<file path="src/rtl/hps_reset_req_sequencer.sv">
// hps_reset_req_sequencer
// Turns FPGA-side reset requesters (push-buttons, watchdog) into minimum-width,
// priority-arbitrated, active-low reset requests toward the HPS. It follows the
// HPS acknowledgement seen on h2f_reset_n and emits one-cycle trace pulses for
// the HPS STM hardware-event input.
module hps_reset_req_sequencer #(
   parameter int PULSE_CYCLES   = 16,
   parameter int HOLDOFF_CYCLES = 1024,
   parameter int TIMEOUT_CYCLES = 65536,
   parameter int CNT_W          = 17
) (
   input  logic        clk_clk,
   input  logic        reset_reset,
   input  logic        req_cold,
   input  logic        req_warm,
   input  logic        req_debug,
   input  logic        h2f_reset_n,
   output logic        f2h_cold_reset_req_n,
   output logic        f2h_warm_reset_req_n,
   output logic        f2h_debug_reset_req_n,
   output logic [27:0] stm_hwevents,
   output logic        busy
);

   typedef enum logic [2:0] {
      ST_IDLE     = 3'd0,
      ST_ASSERT   = 3'd1,
      ST_WAIT_ACK = 3'd2,
      ST_WAIT_REL = 3'd3,
      ST_HOLDOFF  = 3'd4
   } state_t;

   typedef enum logic [1:0] {
      SEL_COLD  = 2'd0,
      SEL_WARM  = 2'd1,
      SEL_DEBUG = 2'd2
   } sel_t;

   // Terminal counts: the counter starts at 0 on state entry, so a phase of
   // N cycles ends on the edge where the counter holds N-1.
   localparam logic [CNT_W-1:0] PULSE_LAST   = CNT_W'(PULSE_CYCLES - 1);
   localparam logic [CNT_W-1:0] HOLDOFF_LAST = CNT_W'(HOLDOFF_CYCLES - 1);
   localparam logic [CNT_W-1:0] TIMEOUT_LAST = CNT_W'(TIMEOUT_CYCLES - 1);

   // Event bit positions inside the 6 live STM bits.
   localparam int EV_COLD    = 0;
   localparam int EV_WARM    = 1;
   localparam int EV_DEBUG   = 2;
   localparam int EV_ACK     = 3;
   localparam int EV_REL     = 4;
   localparam int EV_TIMEOUT = 5;

   // Request bit order in the pending / edge vectors: {debug, warm, cold}.
   logic             r_h2f_meta;
   logic             r_h2f_s;
   logic             r_prev_cold;
   logic             r_prev_warm;
   logic             r_prev_debug;
   logic [2:0]       r_pend;
   state_t           r_state;
   sel_t             r_sel;
   logic [CNT_W-1:0] r_cnt;
   logic             r_cold_n;
   logic             r_warm_n;
   logic             r_debug_n;
   logic [5:0]       r_stm;

   logic [2:0]       w_edge;
   logic [2:0]       w_clr;
   logic [2:0]       w_pend_nxt;
   state_t           w_state_nxt;
   sel_t             w_sel_nxt;
   logic [CNT_W-1:0] w_cnt_nxt;
   logic [5:0]       w_stm_nxt;
   logic             w_cold_n_nxt;
   logic             w_warm_n_nxt;
   logic             w_debug_n_nxt;

   assign w_edge = {req_debug & ~r_prev_debug,
                    req_warm  & ~r_prev_warm,
                    req_cold  & ~r_prev_cold};

   // Synchronise h2f_reset_n and keep the previous request levels for edge detection.
   always_ff @(posedge clk_clk) begin
      if (reset_reset) begin
         r_h2f_meta   <= 1'b1;
         r_h2f_s      <= 1'b1;
         r_prev_cold  <= 1'b1;
         r_prev_warm  <= 1'b1;
         r_prev_debug <= 1'b1;
      end else begin
         r_h2f_meta   <= h2f_reset_n;
         r_h2f_s      <= r_h2f_meta;
         r_prev_cold  <= req_cold;
         r_prev_warm  <= req_warm;
         r_prev_debug <= req_debug;
      end
   end

   // Next-state, counter, arbitration and registered-output decode.
   always_comb begin
      w_state_nxt = r_state;
      w_sel_nxt   = r_sel;
      w_cnt_nxt   = r_cnt + CNT_W'(1);
      w_clr       = 3'b000;
      w_stm_nxt   = 6'b000000;

      case (r_state)
         ST_IDLE: begin
            w_cnt_nxt = '0;
            if (r_pend[0]) begin
               w_sel_nxt          = SEL_COLD;
               w_clr              = 3'b111;
               w_stm_nxt[EV_COLD] = 1'b1;
               w_state_nxt        = ST_ASSERT;
            end else if (r_pend[1]) begin
               w_sel_nxt          = SEL_WARM;
               w_clr              = 3'b110;
               w_stm_nxt[EV_WARM] = 1'b1;
               w_state_nxt        = ST_ASSERT;
            end else if (r_pend[2]) begin
               w_sel_nxt           = SEL_DEBUG;
               w_clr               = 3'b100;
               w_stm_nxt[EV_DEBUG] = 1'b1;
               w_state_nxt         = ST_ASSERT;
            end
         end
         ST_ASSERT: begin
            if (r_cnt == PULSE_LAST) begin
               w_cnt_nxt   = '0;
               // Debug reset gives no h2f_reset_n handshake to wait for.
               w_state_nxt = (r_sel == SEL_DEBUG) ? ST_HOLDOFF : ST_WAIT_ACK;
            end
         end
         ST_WAIT_ACK: begin
            if (!r_h2f_s) begin
               w_cnt_nxt         = '0;
               w_stm_nxt[EV_ACK] = 1'b1;
               w_state_nxt       = ST_WAIT_REL;
            end else if (r_cnt == TIMEOUT_LAST) begin
               w_cnt_nxt             = '0;
               w_stm_nxt[EV_TIMEOUT] = 1'b1;
               w_state_nxt           = ST_HOLDOFF;
            end
         end
         ST_WAIT_REL: begin
            if (r_h2f_s) begin
               w_cnt_nxt         = '0;
               w_stm_nxt[EV_REL] = 1'b1;
               w_state_nxt       = ST_HOLDOFF;
            end else if (r_cnt == TIMEOUT_LAST) begin
               w_cnt_nxt             = '0;
               w_stm_nxt[EV_TIMEOUT] = 1'b1;
               w_state_nxt           = ST_HOLDOFF;
            end
         end
         ST_HOLDOFF: begin
            if (r_cnt == HOLDOFF_LAST) begin
               w_cnt_nxt   = '0;
               w_state_nxt = ST_IDLE;
            end
         end
         default: begin
            w_cnt_nxt   = '0;
            w_state_nxt = ST_IDLE;
         end
      endcase

      // A new edge in the same cycle as a grant-clear keeps the flag set.
      w_pend_nxt = (r_pend & ~w_clr) | w_edge;

      // Only the one selected output can be low, and only while in ASSERT.
      w_cold_n_nxt  = !((w_state_nxt == ST_ASSERT) && (w_sel_nxt == SEL_COLD));
      w_warm_n_nxt  = !((w_state_nxt == ST_ASSERT) && (w_sel_nxt == SEL_WARM));
      w_debug_n_nxt = !((w_state_nxt == ST_ASSERT) && (w_sel_nxt == SEL_DEBUG));
   end

   // FSM state, counter, selection and pending flags.
   always_ff @(posedge clk_clk) begin
      if (reset_reset) begin
         r_state <= ST_IDLE;
         r_sel   <= SEL_COLD;
         r_cnt   <= '0;
         r_pend  <= 3'b000;
      end else begin
         r_state <= w_state_nxt;
         r_sel   <= w_sel_nxt;
         r_cnt   <= w_cnt_nxt;
         r_pend  <= w_pend_nxt;
      end
   end

   // Registered request outputs and STM event pulses.
   always_ff @(posedge clk_clk) begin
      if (reset_reset) begin
         r_cold_n  <= 1'b1;
         r_warm_n  <= 1'b1;
         r_debug_n <= 1'b1;
         r_stm     <= 6'b000000;
      end else begin
         r_cold_n  <= w_cold_n_nxt;
         r_warm_n  <= w_warm_n_nxt;
         r_debug_n <= w_debug_n_nxt;
         r_stm     <= w_stm_nxt;
      end
   end

   assign f2h_cold_reset_req_n  = r_cold_n;
   assign f2h_warm_reset_req_n  = r_warm_n;
   assign f2h_debug_reset_req_n = r_debug_n;
   assign stm_hwevents          = {22'd0, r_stm};
   assign busy                  = (r_state != ST_IDLE);

endmodule

</file>
<file path="config.mk">
export PLATFORM = sky130hd
export DESIGN_NAME = hps_reset_req_sequencer
export DESIGN_NICKNAME = d
export VERILOG_FILES = /design/src/rtl/hps_reset_req_sequencer.sv
export SDC_FILE = /design/constraint.sdc
export NUM_CORES = 1
export LEC_CHECK = 0
export ABC_AREA = 1
export CORE_MARGIN = 10
export CORE_UTILIZATION = 51
export DETAILED_ROUTE_END_ITERATION = 10
export GPL_TIMING_DRIVEN = 0
export PLACE_DENSITY = 0.79
export SLEW_MARGIN = 20
export SYNTH_ARGS = -nofsm -noshare
export SYNTH_HDL_FRONTEND = slang
export SYNTH_SLANG_ARGS = --single-unit
</file>
<file path="constraint.sdc">
create_clock -name clk_clk -period 2.67 [get_ports clk_clk]
set_input_delay 0.267 -clock clk_clk [delete_from_list [all_inputs] [get_ports clk_clk]]
set_output_delay 0.267 -clock clk_clk [all_outputs]
set_load 0.01 [all_outputs]
</file>
==> results of run 1 <==
==> cell families after synthesis <==
logic type | Yosys count
flops | 39
buf+inv | 63
fa+ha+maj | 3
simple gates | 135
other cells | 1
compound gates | 18
xor+xnor | 11
==> layout make-up <==
cell class,count,area share
Buffer,25,0.0820
Clock inverter,2,0.00532
Tap cell,48,0.0256
Sequential cell,39,0.332
Clock buffer,6,0.0309
Timing Repair Buffer,14,0.0596
Inverter,38,0.0607
Multi-Input combinational cell,189,0.404
==> sequential cells by signal, summed over array words and instances (netlist names) <==
name	flops
r_cnt	17
r_stm	6
r_pend	3
r_state	3
r_sel	2
f2h_cold_reset_req_n	1
f2h_debug_reset_req_n	1
f2h_warm_reset_req_n	1
r_h2f_meta	1
r_h2f_s	1
r_prev_cold	1
r_prev_debug	1
r_prev_warm	1
==> cells in the mapped netlist <==
cell	number
a21oi_1	10
a22oi_1	1
buf_1	1
buf_12	1
buf_4	22
clkbuf_1	1
conb_1	1
dfxtp_1	39
ha_1	3
inv_1	37
inv_2	1
nand2_1	39
nand2_2	3
nand2_4	1
nand3_1	21
nand3_2	2
nand4_1	4
nor2_1	38
nor2_2	12
nor3_1	7
nor3_2	2
nor4_1	3
o21ai_0	6
o31ai_1	1
or2_2	3
xnor2_1	2
xor2_1	9
==> stage by stage <==
step / cell area [um2] / util / power, mW / setup slack, ns / cells
floorplan: 2060 / - / 0.691 / 0.596 / 291
global placement: 2260 / 0.609 / 0.714 / 0.253 / 353
detailed placement: 2260 / 0.609 / 0.715 / 0.241 / 353
CTS: 2350 / 0.632 / 1.10 / 0.230 / 361
global route: 2350 / 0.632 / 1.14 / 0.0256 / 361
finish: 2350 / 0.632 / 1.09 / 0.264 / 361
==> layer usage <==
layer | track usage | up-vias
li1 | - | 889
met1 | 0.127 | 703
met2 | 0.184 | 54
met3 | 0.0367 | 7
met4 | 0.0629 | 0
met5 | 0 | -
==> worst max-delay path, stage by stage, from the launching register on <==
cell and delay, ns:
dfxtp_1 0.37, ha_1 0.22, nand2_1 0.09, nor2_1 0.13, nand2_2 0.13, nor3_2 0.20, nand3_1 0.13, nor2_1 0.17
ha_1 0.29, a21oi_1 0.06, o21ai_0 0.09, nand3_2 0.12, nand2_4 0.12, buf_12 0.15, nor2_2 0.04
==> path summary, 6_finish.rpt <==
check,from,end,slack (ns),cells past startpoint
worst min-delay path,reset_reset,r_sel[0]$_SDFF_PP0_,0.36,2
worst min register to register,r_h2f_meta$_SDFF_PP1_,r_h2f_s$_SDFF_PP1_,0.43,1
worst max-delay path,r_cnt[0]$_SDFF_PP0_,r_cnt[3]$_SDFF_PP0_,0.26,14
worst max register to register,r_cnt[0]$_SDFF_PP0_,r_cnt[3]$_SDFF_PP0_,0.26,14
==> report_power, final <==
| part | internal (mW) | leakage, nW | total, mW | switching [mW] |
|---|---|---|---|---|
| clock network | 0.182 | 0.0412 | 0.382 | 0.200 |
| logic | 0.0483 | 0.696 | 0.104 | 0.0560 |
| registers | 0.593 | 0.316 | 0.599 | 0.00665 |
| total | 0.823 | 1.05 | 1.09 | 0.262 |
==> impl_metrics.toml, run 1 <==
[synthesis]
synth_adder_area_share = 0.0189
synthSimpleGateAreaFrac = 0.321
synth_top_family_by_area = "simple AND/OR/NAND/NOR gates"
netlist_area_mm2 = 0.00199
synth_compound_gate_area_share = 0.0479
yosysWarningCount = 0
synth_xor_area_frac = 0.0485
synth_top_area_frac = 0.393
synth_top_cell_by_area = "dfxtp_1"
synthMuxAreaShare = 0
synthTopCellsByArea = "dfxtp_1 (39%), buf_4 (8.3%), nand2_1 (7.4%), nor2_1 (7.2%), inv_1 (7.0%)"
synth.distinct_cells = 27
synth_area_per_cell_um2 = 7.35
syn_inst = 270
yosysSeqAreaShare = 0.393
synth-seq-cells = 39

[worst_setup_path]
endpoint_kind = "flip-flop"
critPathRequiredTime_ns = 2.85
cp-start-kind = "flip-flop"
cp_max_fo = 10
crit_type = "flip-flop to flip-flop"
timing.critical_path.arrival_ns = 2.59

[timing]
drv_slew = 0
post-route-period-util = 0.901
hold_viol_final = 0
period_minus_slack_ns = 2.41
setup_violations = 0
fmax_mhz = 416
skew_ns = 0.00393
hold_ws_ns = 0.357
rsz0062_at_grt = "false"
fin_setup_tns_ns = 0

[detailed_routing]
wirelength_um = 3720
drt_iter0_drc = 104
drtAntennaViolNets = 0
wl_met2_um = 1650
met3WireLength_um = 344
wl_per_cell_um = 10.3
drtPass1Iterations = 4
wl_met1_um = 1650
drc = 0
vias_per_cell = 4.58
highest_layer = "met4"
num_vias = 1653

[clock_network]
cts_hold_buffers = 0
clkLatencyLatePin_ns = 0.29
h-tree-depth = 2
cts_setup_buffers = 0
clk_pin_slew_ns = 0.07
clock_path_buffers = 2
numCtsBuffers = 5
cts_root_buf = "clkbuf_8"
cts-resized-gates = 0
clock-sinks = 39
cts_tree = "built"

[layout]
regArea_um2 = 781
final_cell_mix = "nand2_1 (39), dfxtp_1 (39), nor2_1 (38)"
final_nets = 321
drive_above_1_share = 0.173
multi_input_area_um2 = 948
antenna_cells = 0
area_growth_syn_to_layout_pct = 18.3
fillCellCount = 369

[floorplan]
dieArea_mm2 = 0.00679
rows = 22
die_h_um = 82.4
core_area_mm2 = 0.00372
io_pins = 38
die_w_um = 82.4
initial_utilization = 0.534

[grt]
antenna_found_initial = 0
grt_use_total = 0.113
grt_pass1_wl_um = 6090
grt-ovfl-total = 0
grt_pass1_vias = 1503
grt_max_degree = 13

[place]
gp_routability_congestion = 0.891
hpwl_um = 2890
port_buffers = 14

[power]
power.density_mw_per_mm2 = 462
p_leak_nw = 1.05
vdd_drop_max_uv = 386

[outcome]
status = "finished, final reports clean"

[flow_run]
maxCapViolations = 0

[hold_path]
hp-class = "input pin to flip-flop"
No activity file was read; power rests on OpenSTA's default activity.
==> run 2, diff against run 1 <==
--- a/config.mk
+++ b/config.mk
@@ -7,10 +7,11 @@
 export LEC_CHECK = 0
 export ABC_AREA = 1
 export CORE_MARGIN = 10
-export CORE_UTILIZATION = 51
+export CORE_UTILIZATION = 53
+export CTS_BUF_LIST = sky130_fd_sc_hd__clkbuf_2
 export DETAILED_ROUTE_END_ITERATION = 10
 export GPL_TIMING_DRIVEN = 0
-export PLACE_DENSITY = 0.79
+export PLACE_DENSITY = 0.81
 export SLEW_MARGIN = 20
 export SYNTH_ARGS = -nofsm -noshare
 export SYNTH_HDL_FRONTEND = slang
==> run 2 against run 1 <==
Compared with the run above:
- first-iteration DRC count shrank 6.7%
- setup slack lost 0.049 ns
- worst hold slack lost 0.12 ns
- critical path depth is the same
- critical endpoint unchanged
- via count is essentially flat
- sequential power is essentially flat
- flip-flop and latch count is the same
- combinational power is essentially flat
- power shrank 9.0%
- sequential share of layout area grew 0.50 points
- maximum frequency shrank 2.0%
==> impl_metrics.toml, run 2 (synthesis gave the netlist of run 1 again) <==
[clock_network]
cts_root_buf = "clkbuf_2"
numCtsBuffers = 5
cts_setup_buffers = 0
cts_hold_buffers = 0
cts-resized-gates = 0
cts_tree = "built"
clock_path_buffers = 2
clk_pin_slew_ns = 0.23
h-tree-depth = 2
clock-sinks = 39
clkLatencyLatePin_ns = 0.43

[power]
vdd_drop_max_uv = 323
power.density_mw_per_mm2 = 426
p_leak_nw = 1.04
report.power.total_mw = 0.987

[worst_setup_path]
critPathRequiredTime_ns = 3.00
crit_type = "flip-flop to flip-flop"
endpoint_kind = "flip-flop"
cp-start-kind = "flip-flop"
cp_max_fo = 10
crit_start = "r_cnt[0]$_SDFF_PP0_"
r2r-start = "r_cnt[0]$_SDFF_PP0_"
timing.critical_path.arrival_ns = 2.78

[floorplan]
initial_utilization = 0.546
rows = 22
die_h_um = 81.2
core_area_mm2 = 0.00363
dieArea_mm2 = 0.00660
die_w_um = 81.2
io_pins = 38

[layout]
fillCellCount = 329
layout.cells.non_filler = 361
drive_above_1_share = 0.176
largest_reg_flops = 17
regArea_um2 = 781
utilization = 0.637
final_cell_mix = "nand2_1 (39), dfxtp_1 (39), nor2_1 (38)"
regMostFlops = "r_cnt"
antenna_cells = 0
reg_top3 = "r_cnt x17, r_stm x6"
multi_input_area_um2 = 948
postLayoutCellArea_mm2 = 0.00231
area_growth_syn_to_layout_pct = 16.6
final_nets = 321

[place]
dp_cells = 353
hpwl_um = 2920
gp_routability_congestion = 0.892
place_area_mm2 = 0.00226
pre_cts_slack_ns = 0.249
port_buffers = 14

[detailed_routing]
vias_per_cell = 4.58
drt_iter0_drc = 97
wl_per_cell_um = 10.3
drtAntennaViolNets = 0
wirelength_um = 3720
drtPass1Iterations = 4
num_vias = 1652
drc = 0

[grt]
grt_pass1_wl_um = 6380
grt-ovfl-total = 0
antenna_found_initial = 0
grt_use_total = 0.121
grt_max_degree = 15
grt_pass1_vias = 1534

[timing]
skew_ns = 0.0246
hold_ws_ns = 0.235
post-route-period-util = 0.919
period_minus_slack_ns = 2.46
finalWorstSetupSlack_ns = 0.215
drv_slew = 0
fmax_mhz = 407
setup_violations = 0
rsz0062_at_grt = "false"
fin_setup_tns_ns = 0
hold_viol_final = 0

[flow_run]
maxCapViolations = 0

[hold_path]
hp-class = "input pin to flip-flop"
min-delay-start = "reset_reset"

[outcome]
status = "finished, final reports clean"
[run 2: cell count changes in the layout (fill, tap and decap cells not counted), sizes merged]
cell    change
clkinv      +1
clkbuf      -1
[run 2: worst paths after layout]
path | endpoint | slack [ns] | depth (start not counted)
min reg2reg | r_cnt[0]$_SDFF_PP0_ | 0.47 | 1
max reg2reg | r_cnt[3]$_SDFF_PP0_ | 0.21 | 14
max | r_cnt[3]$_SDFF_PP0_ | 0.21 | 14
min | r_stm[1]$_SDFF_PP0_ | 0.23 | 2
[run 2: routing by layer]
layer | up-vias | GRT usage | routed length, um
met4 | 0 | 0.0830 | 99
li1 | 884 | - | -
met5 | - | 0 | 0
met3 | 8 | 0.0386 | 268
met2 | 45 | 0.197 | 1660
met1 | 715 | 0.132 | 1690
[run 2: critical path: stages (launching register included)]
cell     delay, ns
dfxtp_1       0.41
ha_1          0.22
nand2_1       0.09
nor2_1        0.13
nand2_2       0.12
nor3_2        0.21
nand3_1       0.13
nor2_1        0.18
ha_1          0.30
a21oi_1       0.06
o21ai_0       0.10
nand3_2       0.12
nand2_4       0.12
buf_12        0.15
nor2_2        0.04
[run 2: final cells by class]
| cell class | count | share of cell area |
|---|---|---|
| clock inverter | 3 | 0.0108 |
| clock buffer | 5 | 0.0108 |
| tap | 48 | 0.0259 |
| timing repair buffer | 14 | 0.0605 |
| sequential | 39 | 0.337 |
| inverter | 38 | 0.0616 |
| buffer | 25 | 0.0832 |
| multi-input combinational | 189 | 0.410 |
[run 2: power by group]
group	internal [mW]	switching, mW	leakage [nW]	total, mW
combinational	0.0483	0.0570	0.696	0.105
sequential	0.594	0.00700	0.316	0.601
clock	0.0674	0.213	0.0292	0.280
total	0.710	0.277	1.04	0.987
==> run 3, diff against run 2 <==
--- a/config.mk
+++ b/config.mk
@@ -7,11 +7,11 @@
 export LEC_CHECK = 0
 export ABC_AREA = 1
 export CORE_MARGIN = 10
-export CORE_UTILIZATION = 53
+export CORE_UTILIZATION = 55
 export CTS_BUF_LIST = sky130_fd_sc_hd__clkbuf_2
 export DETAILED_ROUTE_END_ITERATION = 10
 export GPL_TIMING_DRIVEN = 0
-export PLACE_DENSITY = 0.81
+export PLACE_DENSITY = 0.84
 export SLEW_MARGIN = 20
 export SYNTH_ARGS = -nofsm -noshare
 export SYNTH_HDL_FRONTEND = slang
==> constraint.sdc (replaced) <==
create_clock -name clk_clk -period 3 [get_ports clk_clk]
set_input_delay 0.6 -clock clk_clk [delete_from_list [all_inputs] [get_ports clk_clk]]
set_output_delay 0.6 -clock clk_clk [all_outputs]
set_load 0.01 [all_outputs]
==> run 3 against run 2 <==
Compared with the run above:
- die area shrank 2.8%
- via count increased by 0.36%
- flip-flop and latch count is the same
- setup slack better by 0.39 ns
- clock-buffer cell count unchanged
- register-to-register slack improved by 0.39 ns
- worst hold slack improved by 0.24 ns
- critical path depth did not move
- global-route usage increased by 0.96 points
- clock skew rose by 0.0022 ns
- critical path type unchanged
- largest cell class unchanged
==> impl_metrics.toml, run 3 (synthesis gave the netlist of run 1 again) <==
[worst_setup_path]
rr_worst_depth = 14
path_buf_inv = 1
cp_max_fo = 10
r2r-start = "r_cnt[0]$_SDFF_PP0_"
path_cells = "ha_1 -> nand2_1 -> nor2_1 -> nand2_2 -> nor3_2 -> nand3_1 -> nor2_1 -> ha_1 -> a21oi_1 -> o21ai_0 -> nand3_2 -> nand2_4 -> buf_12 -> nor2_2"
slowest_delay_ns = 0.42
crit_start = "r_cnt[0]$_SDFF_PP0_"
cp-start-kind = "flip-flop"
endpoint_kind = "flip-flop"
slowest_stage = "dfxtp_1"
crit_type = "flip-flop to flip-flop"
crit_family = "simple AND/OR/NAND/NOR gates"
rr_endpoint = "r_cnt[15]$_SDFF_PP0_"
critPathRequiredTime_ns = 3.33
timing.critical_path.arrival_ns = 2.72
reg2reg_slack_ns = 0.61

[floorplan]
die_w_um = 80.1
die_h_um = 80.1
dieArea_mm2 = 0.00641
rows = 21
io_pins = 38
initial_utilization = 0.581
core_area_mm2 = 0.00342

[layout]
fillCellCount = 312
layout.cells.non_filler = 359
reg_top3 = "r_cnt x17, r_stm x6"
drive_above_1_share = 0.176
utilization = 0.684
final_nets = 321
postLayoutCellArea_mm2 = 0.00233
final_cell_mix = "nand2_1 (39), dfxtp_1 (39), nor2_1 (38)"
regMostFlops = "r_cnt"
antenna_cells = 0
largest_reg_flops = 17
area_growth_syn_to_layout_pct = 17.6

[detailed_routing]
drtPass1Iterations = 4
num_vias = 1658
drc = 0
wl_met2_um = 1730
highest_layer = "met4"
wirelength_um = 3840
met3WireLength_um = 332
drtAntennaViolNets = 0
vias_per_cell = 4.62
wl_met1_um = 1710
drt_iter0_drc = 136
wl_per_cell_um = 10.7

[clock_network]
clkLatencyLatePin_ns = 0.43
cts-resized-gates = 0
numCtsBuffers = 5
cts_hold_buffers = 0
h-tree-depth = 2
cts_tree = "built"
clk_pin_slew_ns = 0.22
clock_path_buffers = 2
cts_root_buf = "clkbuf_2"
clock-sinks = 39
cts_setup_buffers = 0

[timing]
drv_slew = 0
rsz0062_at_grt = "false"
hold_viol_final = 0
setup_violations = 0
post-route-period-util = 0.797
period_minus_slack_ns = 2.39
fin_setup_tns_ns = 0
skew_ns = 0.0268
hold_ws_ns = 0.472
finalWorstSetupSlack_ns = 0.610
fmax_mhz = 418

[grt]
grt-ovfl-total = 0
grt_pass1_vias = 1613
grt_max_degree = 15
antenna_found_initial = 0
grt_pass1_wl_um = 6770
grt_use_total = 0.130

[place]
hpwl_um = 2990
gp_routability_congestion = 0.869
port_buffers = 14
dp_cells = 351
place_area_mm2 = 0.00226
pre_cts_slack_ns = 0.651

[power]
power.density_mw_per_mm2 = 415
vdd_drop_max_uv = 328
p_leak_nw = 1.06
report.power.total_mw = 0.969

[outcome]
status = "finished, final reports clean"

[flow_run]
maxCapViolations = 0

[hold_path]
min_to = "r_cnt[0]$_SDFF_PP0_"
hp-class = "flip-flop to flip-flop"
min-delay-start = "r_cnt[0]$_SDFF_PP0_"
min_path_cells = 1
run 3: changes by cell type in the layout (fill, tap and decap cells not counted), sizes merged:
cell      previous run  this run
clkinv               2         1
bufinv               0         1
inv                 38        39
clkinvlp             1         0
run 3: area by class of cell:
type	instances	area, um2	area share
multi-input cells	189	948	0.406
flip-flops and latches	39	781	0.334
plain buffers	25	193	0.0825
inverters	38	143	0.0611
repair buffers	14	140	0.0600
well taps	46	57.6	0.0247
clock inverters	3	47.5	0.0204
clock buffers	5	25.0	0.0107
run 3: worst max-delay path by stage:
stage | end | slack, ns | depth (start not counted)
after floorplan | r_cnt[2]$_SDFF_PP0_ | 0.93 | 14
after global placement | r_cnt[2]$_SDFF_PP0_ | 0.65 | 14
after detailed placement | r_cnt[2]$_SDFF_PP0_ | 0.65 | 14
after CTS | r_cnt[15]$_SDFF_PP0_ | 0.59 | 14
after global routing | f2h_warm_reset_req_n$_SDFF_PP1_ | 0.27 | 15
final | r_cnt[15]$_SDFF_PP0_ | 0.61 | 14
run 3: per-layer routing:
metal	track usage	up-vias
li1	-	887
met1	0.148	724
met2	0.203	39
met3	0.0624	8
met4	0.0581	0
met5	0	-
run 3: report_power, final:
group	internal (mW)	switching [mW]	leakage, nW
sequential	0.529	0.00599	0.316
clock	0.145	0.195	0.0436
combinational	0.0430	0.0502	0.696
total	0.718	0.251	1.06
==> variant 1: new RTL, config.mk and constraints of run 2 <==
The parameter `CNT_W` goes from 17 to 19.
--- a/src/rtl/hps_reset_req_sequencer.sv
+++ b/src/rtl/hps_reset_req_sequencer.sv
@@ -8,5 +8,5 @@
    parameter int HOLDOFF_CYCLES = 1024,
    parameter int TIMEOUT_CYCLES = 65536,
-   parameter int CNT_W          = 17
+   parameter int CNT_W          = 19
 ) (
    input  logic        clk_clk,
Behaviour: no difference found for any inputs over 10 cycles, from zero or initial values and one cycle with reset_reset high; that may be too few to reach the edited logic, so the function may still have changed.
==> variant 1 against run 2 <==
  * Sequential cell count up 2
  * Routed wire length down 1.3%
  * Count of clock-buffer cells in the layout unchanged
  * Non-clock buffer count unchanged
  * Design area up 3.9%
  * Synthesized area up 3.6%
  * Worst setup slack better by 0.54 ns
  * Critical path type is now register to primary output
  * Clock power up 22%
  * Power up 8.9%
  * Die area up 2.7%
  * Via count down 4.8%
==> variant 1: results (changes against run 2) <==
| Metric | Value |
|---|---|
| Placed cells | `341 (-3.4%)` |
| Clock transition at the registers of the reported paths | `0.18 ns (-0.05 ns)` |
| Net Sw Frac | `0.233 (-0.0476)` |
| Met3 Usage GRT | `0.0324 (-0.00623)` |
| Met2 Use GR | `0.185 (-0.0116)` |
| Vias | `1572 (-4.8%)` |
| WL met2 | `1.67 mm (+0.18%)` |
| Most frequent cells after synthesis | `41 x dfxtp_1, 40 x nor2_1, 36 x nand2_1, 26 x inv_1, 22 x buf_4` |
| Clock Latency Late Sink | `0.41 ns (-0.02 ns)` |
| DR iter-0 viols | `63 (-35%)` |
| GR Util met1 | `0.134 (+0.00230)` |
| Final hold viol count | `0 (unchanged)` |
| Synth Area in Adders | `0.00608 (-0.0128)` |
| Crit Path Max Fanout | `8 (-2)` |
| Post-Route WL | `3.67 mm (-1.3%)` |
| Peak supply drop | `0.300 mV (-7.2%)` |
| Worst hold start | `req_warm` |
| Cells taking the most area after synthesis | `dfxtp_1 40%, buf_4 8.0%, nor2_1 7.3%` |
| HPWL after DPL | `2.80 mm (-4.0%)` |
| Global Route Usage Sum | `0.116 (-0.00475)` |
| Slowest-stage cell, CP | `clkdlybuf4s50_1` |
| WL/cell | `10.5 um (+2.4%)` |
| Largest net degree at the start of global routing | `13 (-2)` |
| Wire length of the first global-routing pass | `6.18 mm (-3.1%)` |
| Highest cell delay on the worst timing path | `0.56 ns (+0.15 ns)` |
| Initial antenna violation count | `0 (unchanged)` |
| Post-synthesis xor/xnor area fraction | `0.0724 (+0.0239)` |
| DP Area | `0.00235 mm^2 (+3.6%)` |
| Buffers on Ports | `15 (+1)` |
| Synth Area in Compound Gates | `0.0280 (-0.0199)` |
| Met3 WL post-DR | `280 um (+4.5%)` |
| Cell family with most CP delay | `buffers and inverters` |
| Status | `completed` |
| Post-synthesis sequential area ratio | `0.399 (+0.00583)` |
| H-tree depth | `2 (unchanged)` |
| Gates resized, CTS repair | `0 (unchanged)` |
| Vias in the first global route | `1495 (-2.5%)` |
| FF-to-FF Start | `r_cnt[0]$_SDFF_PP0_` |
| Setup slack at placement | `0.923 ns (+0.673 ns)` |
| Yosys cell types | `29 (+7.4%)` |
| Leak | `1.05 nW (+1.1%)` |
| Mean area per synthesized cell | `8.00 um^2 (+8.8%)` |
| M1 WL | `1.63 mm (-3.4%)` |
| Nets | `307 (-4.4%)` |
| Worst Skew | `0.0250 ns (+0.000370 ns)` |
| Share of layout cells above drive strength 1 | `0.200 (+0.0243)` |
| CTS root buffer | `clkbuf_2` |
| Crit path launch | `r_state[2]$_SDFF_PP0_` |
| Biggest regs | `r_cnt: 19 flops, r_stm: 6 flops` |
| RD Place Congestion | `0.823 (-7.7%)` |
| Worst Path Arrival | `1.64 ns (-1.14 ns)` |
[variant 1: power groups by stage]
stage	clock network, mW	logic [mW]	registers, mW
after floorplan	0	0.0762	0.642
after global placement	0	0.101	0.641
after detailed placement	0	0.102	0.641
after CTS	0.352	0.103	0.629
after global routing	0.378	0.116	0.631
final	0.341	0.105	0.629
[variant 1: area by class of cell]
| cell class | count | area [um^2] |
|---|---|---|
| flip-flops and latches | 41 | 821 |
| clock inverters | 2 | 35.0 |
| plain buffers | 24 | 189 |
| well taps | 48 | 60.1 |
| fillers | 345 | 1310 |
| repair buffers | 15 | 150 |
| clock buffers | 5 | 25.0 |
| multi-input cells | 185 | 1020 |
| inverters | 28 | 105 |
[variant 1: worst paths after layout]
kind | end | slack, ns | cells past startpoint
setup / recovery | busy | 0.76 | 3
setup reg to reg | r_cnt[10]$_SDFF_PP0_ | 0.90 | 11
hold reg to reg | r_h2f_s$_SDFF_PP1_ | 0.45 | 1
hold / removal | r_prev_warm$_SDFF_PP1_ | 0.40 | 3
==> variant 2: new RTL, settings of run 2 <==
Without the edit above. Register the inputs `req_cold`, `req_warm` and `req_debug` before use. The logic sees them one clock later.
--- a/src/rtl/hps_reset_req_sequencer.sv
+++ b/src/rtl/hps_reset_req_sequencer.sv
@@ -51,4 +51,14 @@
    localparam int EV_TIMEOUT = 5;
 
+   logic req_cold_q;
+   logic req_warm_q;
+   logic req_debug_q;
+
+   always_ff @(posedge clk_clk) begin
+      req_cold_q  <= req_cold;
+      req_warm_q  <= req_warm;
+      req_debug_q <= req_debug;
+   end
+
    // Request bit order in the pending / edge vectors: {debug, warm, cold}.
    logic             r_h2f_meta;
@@ -77,7 +87,7 @@
    logic             w_debug_n_nxt;
 
-   assign w_edge = {req_debug & ~r_prev_debug,
-                    req_warm  & ~r_prev_warm,
-                    req_cold  & ~r_prev_cold};
+   assign w_edge = {req_debug_q & ~r_prev_debug,
+                    req_warm_q & ~r_prev_warm,
+                    req_cold_q & ~r_prev_cold};
 
    // Synchronise h2f_reset_n and keep the previous request levels for edge detection.
@@ -92,7 +102,7 @@
          r_h2f_meta   <= h2f_reset_n;
          r_h2f_s      <= r_h2f_meta;
-         r_prev_cold  <= req_cold;
-         r_prev_warm  <= req_warm;
-         r_prev_debug <= req_debug;
+         r_prev_cold  <= req_cold_q;
+         r_prev_warm  <= req_warm_q;
+         r_prev_debug <= req_debug_q;
       end
    end
Check against the original RTL: not equivalent (a bounded check fails within 4 cycles, from zero or initial values and one cycle with reset_reset high).
==> variant 2 against run 2 <==
  * Combinational power hardly changed
  * Design area up 3.2%
  * Power is 13% higher
  * Sequential cell count up 3
  * Routed wire length grew 2.7%
  * Synthesized area increased by 3.0%
  * Worst setup slack better by 0.043 ns
  * Die area is 2.3% higher
  * Critical endpoint is now r_cnt[5]$_SDFF_PP0_
==> variant 2: results (changes against run 2) <==
| Metric | Value |
|---|---|
| GRT Residual Overflow | `0 (unchanged)` |
| Worst Skew | `0.0222 ns (-0.00236 ns)` |
| Global Route Usage Sum | `0.121 (+0.000275)` |
| Worst Path Arrival | `2.73 ns (-0.05 ns)` |
| Hold Path Sink | `r_sel[0]$_SDFF_PP0_` |
| Setup slack at placement | `0.258 ns (+0.00827 ns)` |
| H-tree depth | `2 (unchanged)` |
| RD Place Congestion | `0.824 (-7.6%)` |
| Fmax | `415 MHz (+1.8%)` |
| WHS | `0.225 ns (-0.0104 ns)` |
| Biggest regs | `r_cnt: 17 flops, r_stm: 6 flops` |
| Peak supply drop | `0.420 mV (+30%)` |
| Buffers on Ports | `14 (unchanged)` |
| Cells on worst reg2reg path | `14 (unchanged)` |
| Post-synthesis xor/xnor area fraction | `0.0471 (-0.00142)` |
| Synth Area in Adders | `0.0183 (-0.000555)` |
| Critical path class | `register to register` |
| CP Capture Point | `r_cnt[5]$_SDFF_PP0_` |
| Status | `completed` |
| Slowest-stage cell, CP | `dfxtp_1` |
| Post-synthesis sequential area ratio | `0.411 (+0.0178)` |
| Vias in the first global route | `1532 (-0.13%)` |
| Share of layout cells above drive strength 1 | `0.174 (-0.00167)` |
| Clock Latency Late Sink | `0.42 ns` |
| Most frequent cells after synthesis | `42 x dfxtp_1, 39 x nand2_1, 38 x nor2_1, 37 x inv_1, 22 x buf_4` |
| Synth Area in Compound Gates | `0.0465 (-0.00141)` |
| Leak | `1.08 nW (+3.7%)` |
| Clock transition at the registers of the reported paths | `0.21 ns (-0.02 ns)` |
| WL/cell | `10.5 um (+1.9%)` |
| Crit Path Max Fanout | `10 (unchanged)` |
| Wire length of the first global-routing pass | `6.53 mm (+2.5%)` |
| HPWL after DPL | `3.02 mm (+3.6%)` |
| Ant. Diodes | `0 (unchanged)` |
| DR iter-0 viols | `96 (-1.0%)` |
| Largest net degree at the start of global routing | `14 (-1)` |
| Nets | `324 (+0.93%)` |
| Reg2reg end | `r_cnt[5]$_SDFF_PP0_` |
| Filler cell count | `369 (+12%)` |
| DP Area | `0.00232 mm^2 (+2.7%)` |
| Via density | `4.61 (+0.74%)` |
| Cells taking the most area after synthesis | `dfxtp_1 41%, buf_4 8.1%, nand2_1 7.2%` |
| Gates resized, CTS repair | `0 (unchanged)` |
## variant 2: layer usage
layer  GRT usage  part of all wire  vias to the layer above  routed length (um)
met3      0.0508              0.10                        8                 382
met1       0.143              0.45                      737                1730
met4      0.0510             0.017                        0                  63
met5           0                 0                        -                   0
met2       0.190              0.43                       38                1640
li1            -                 -                      895                   -
## variant 2: metrics by stage
stage / util / total power [mW] / instances
4_1_cts: 0.648 / 1.12 / 364
5_1_grt: 0.648 / 1.16 / 364
2_1_floorplan: - / 0.739 / 294
6_report: 0.648 / 1.12 / 364
3_3_place_gp: 0.630 / 0.762 / 356
3_5_place_dp: 0.630 / 0.764 / 356
## variant 2: area by class of cell
class	instances	area, um^2	area share
Buffer	25	193	0.0806
Clock buffer	5	25.0	0.0105
Clock inverter	3	40.0	0.0168
Inverter	38	143	0.0597
Multi-Input combinational cell	189	948	0.397
Sequential cell	42	841	0.352
Tap cell	48	60.1	0.0251
Timing Repair Buffer	14	140	0.0586
## variant 2: power breakdown
part	total, mW	internal (mW)	switching (mW)
Sequential	0.649	0.642	0.00740
Clock	0.365	0.155	0.209
Combinational	0.105	0.0482	0.0563
## variant 2: worst reg2reg max path, stage by stage (launching register included)
cell and delay [ns]:
dfxtp_1 0.41, ha_1 0.22, nand2_1 0.09, nor2_1 0.12, nand2_2 0.12, nor3_2 0.20
nand3_1 0.13, nor2_1 0.15, ha_1 0.29, a21oi_1 0.06, o21ai_0 0.10, nand3_2 0.12
nand2_4 0.13, buf_12 0.15, nor2_2 0.04
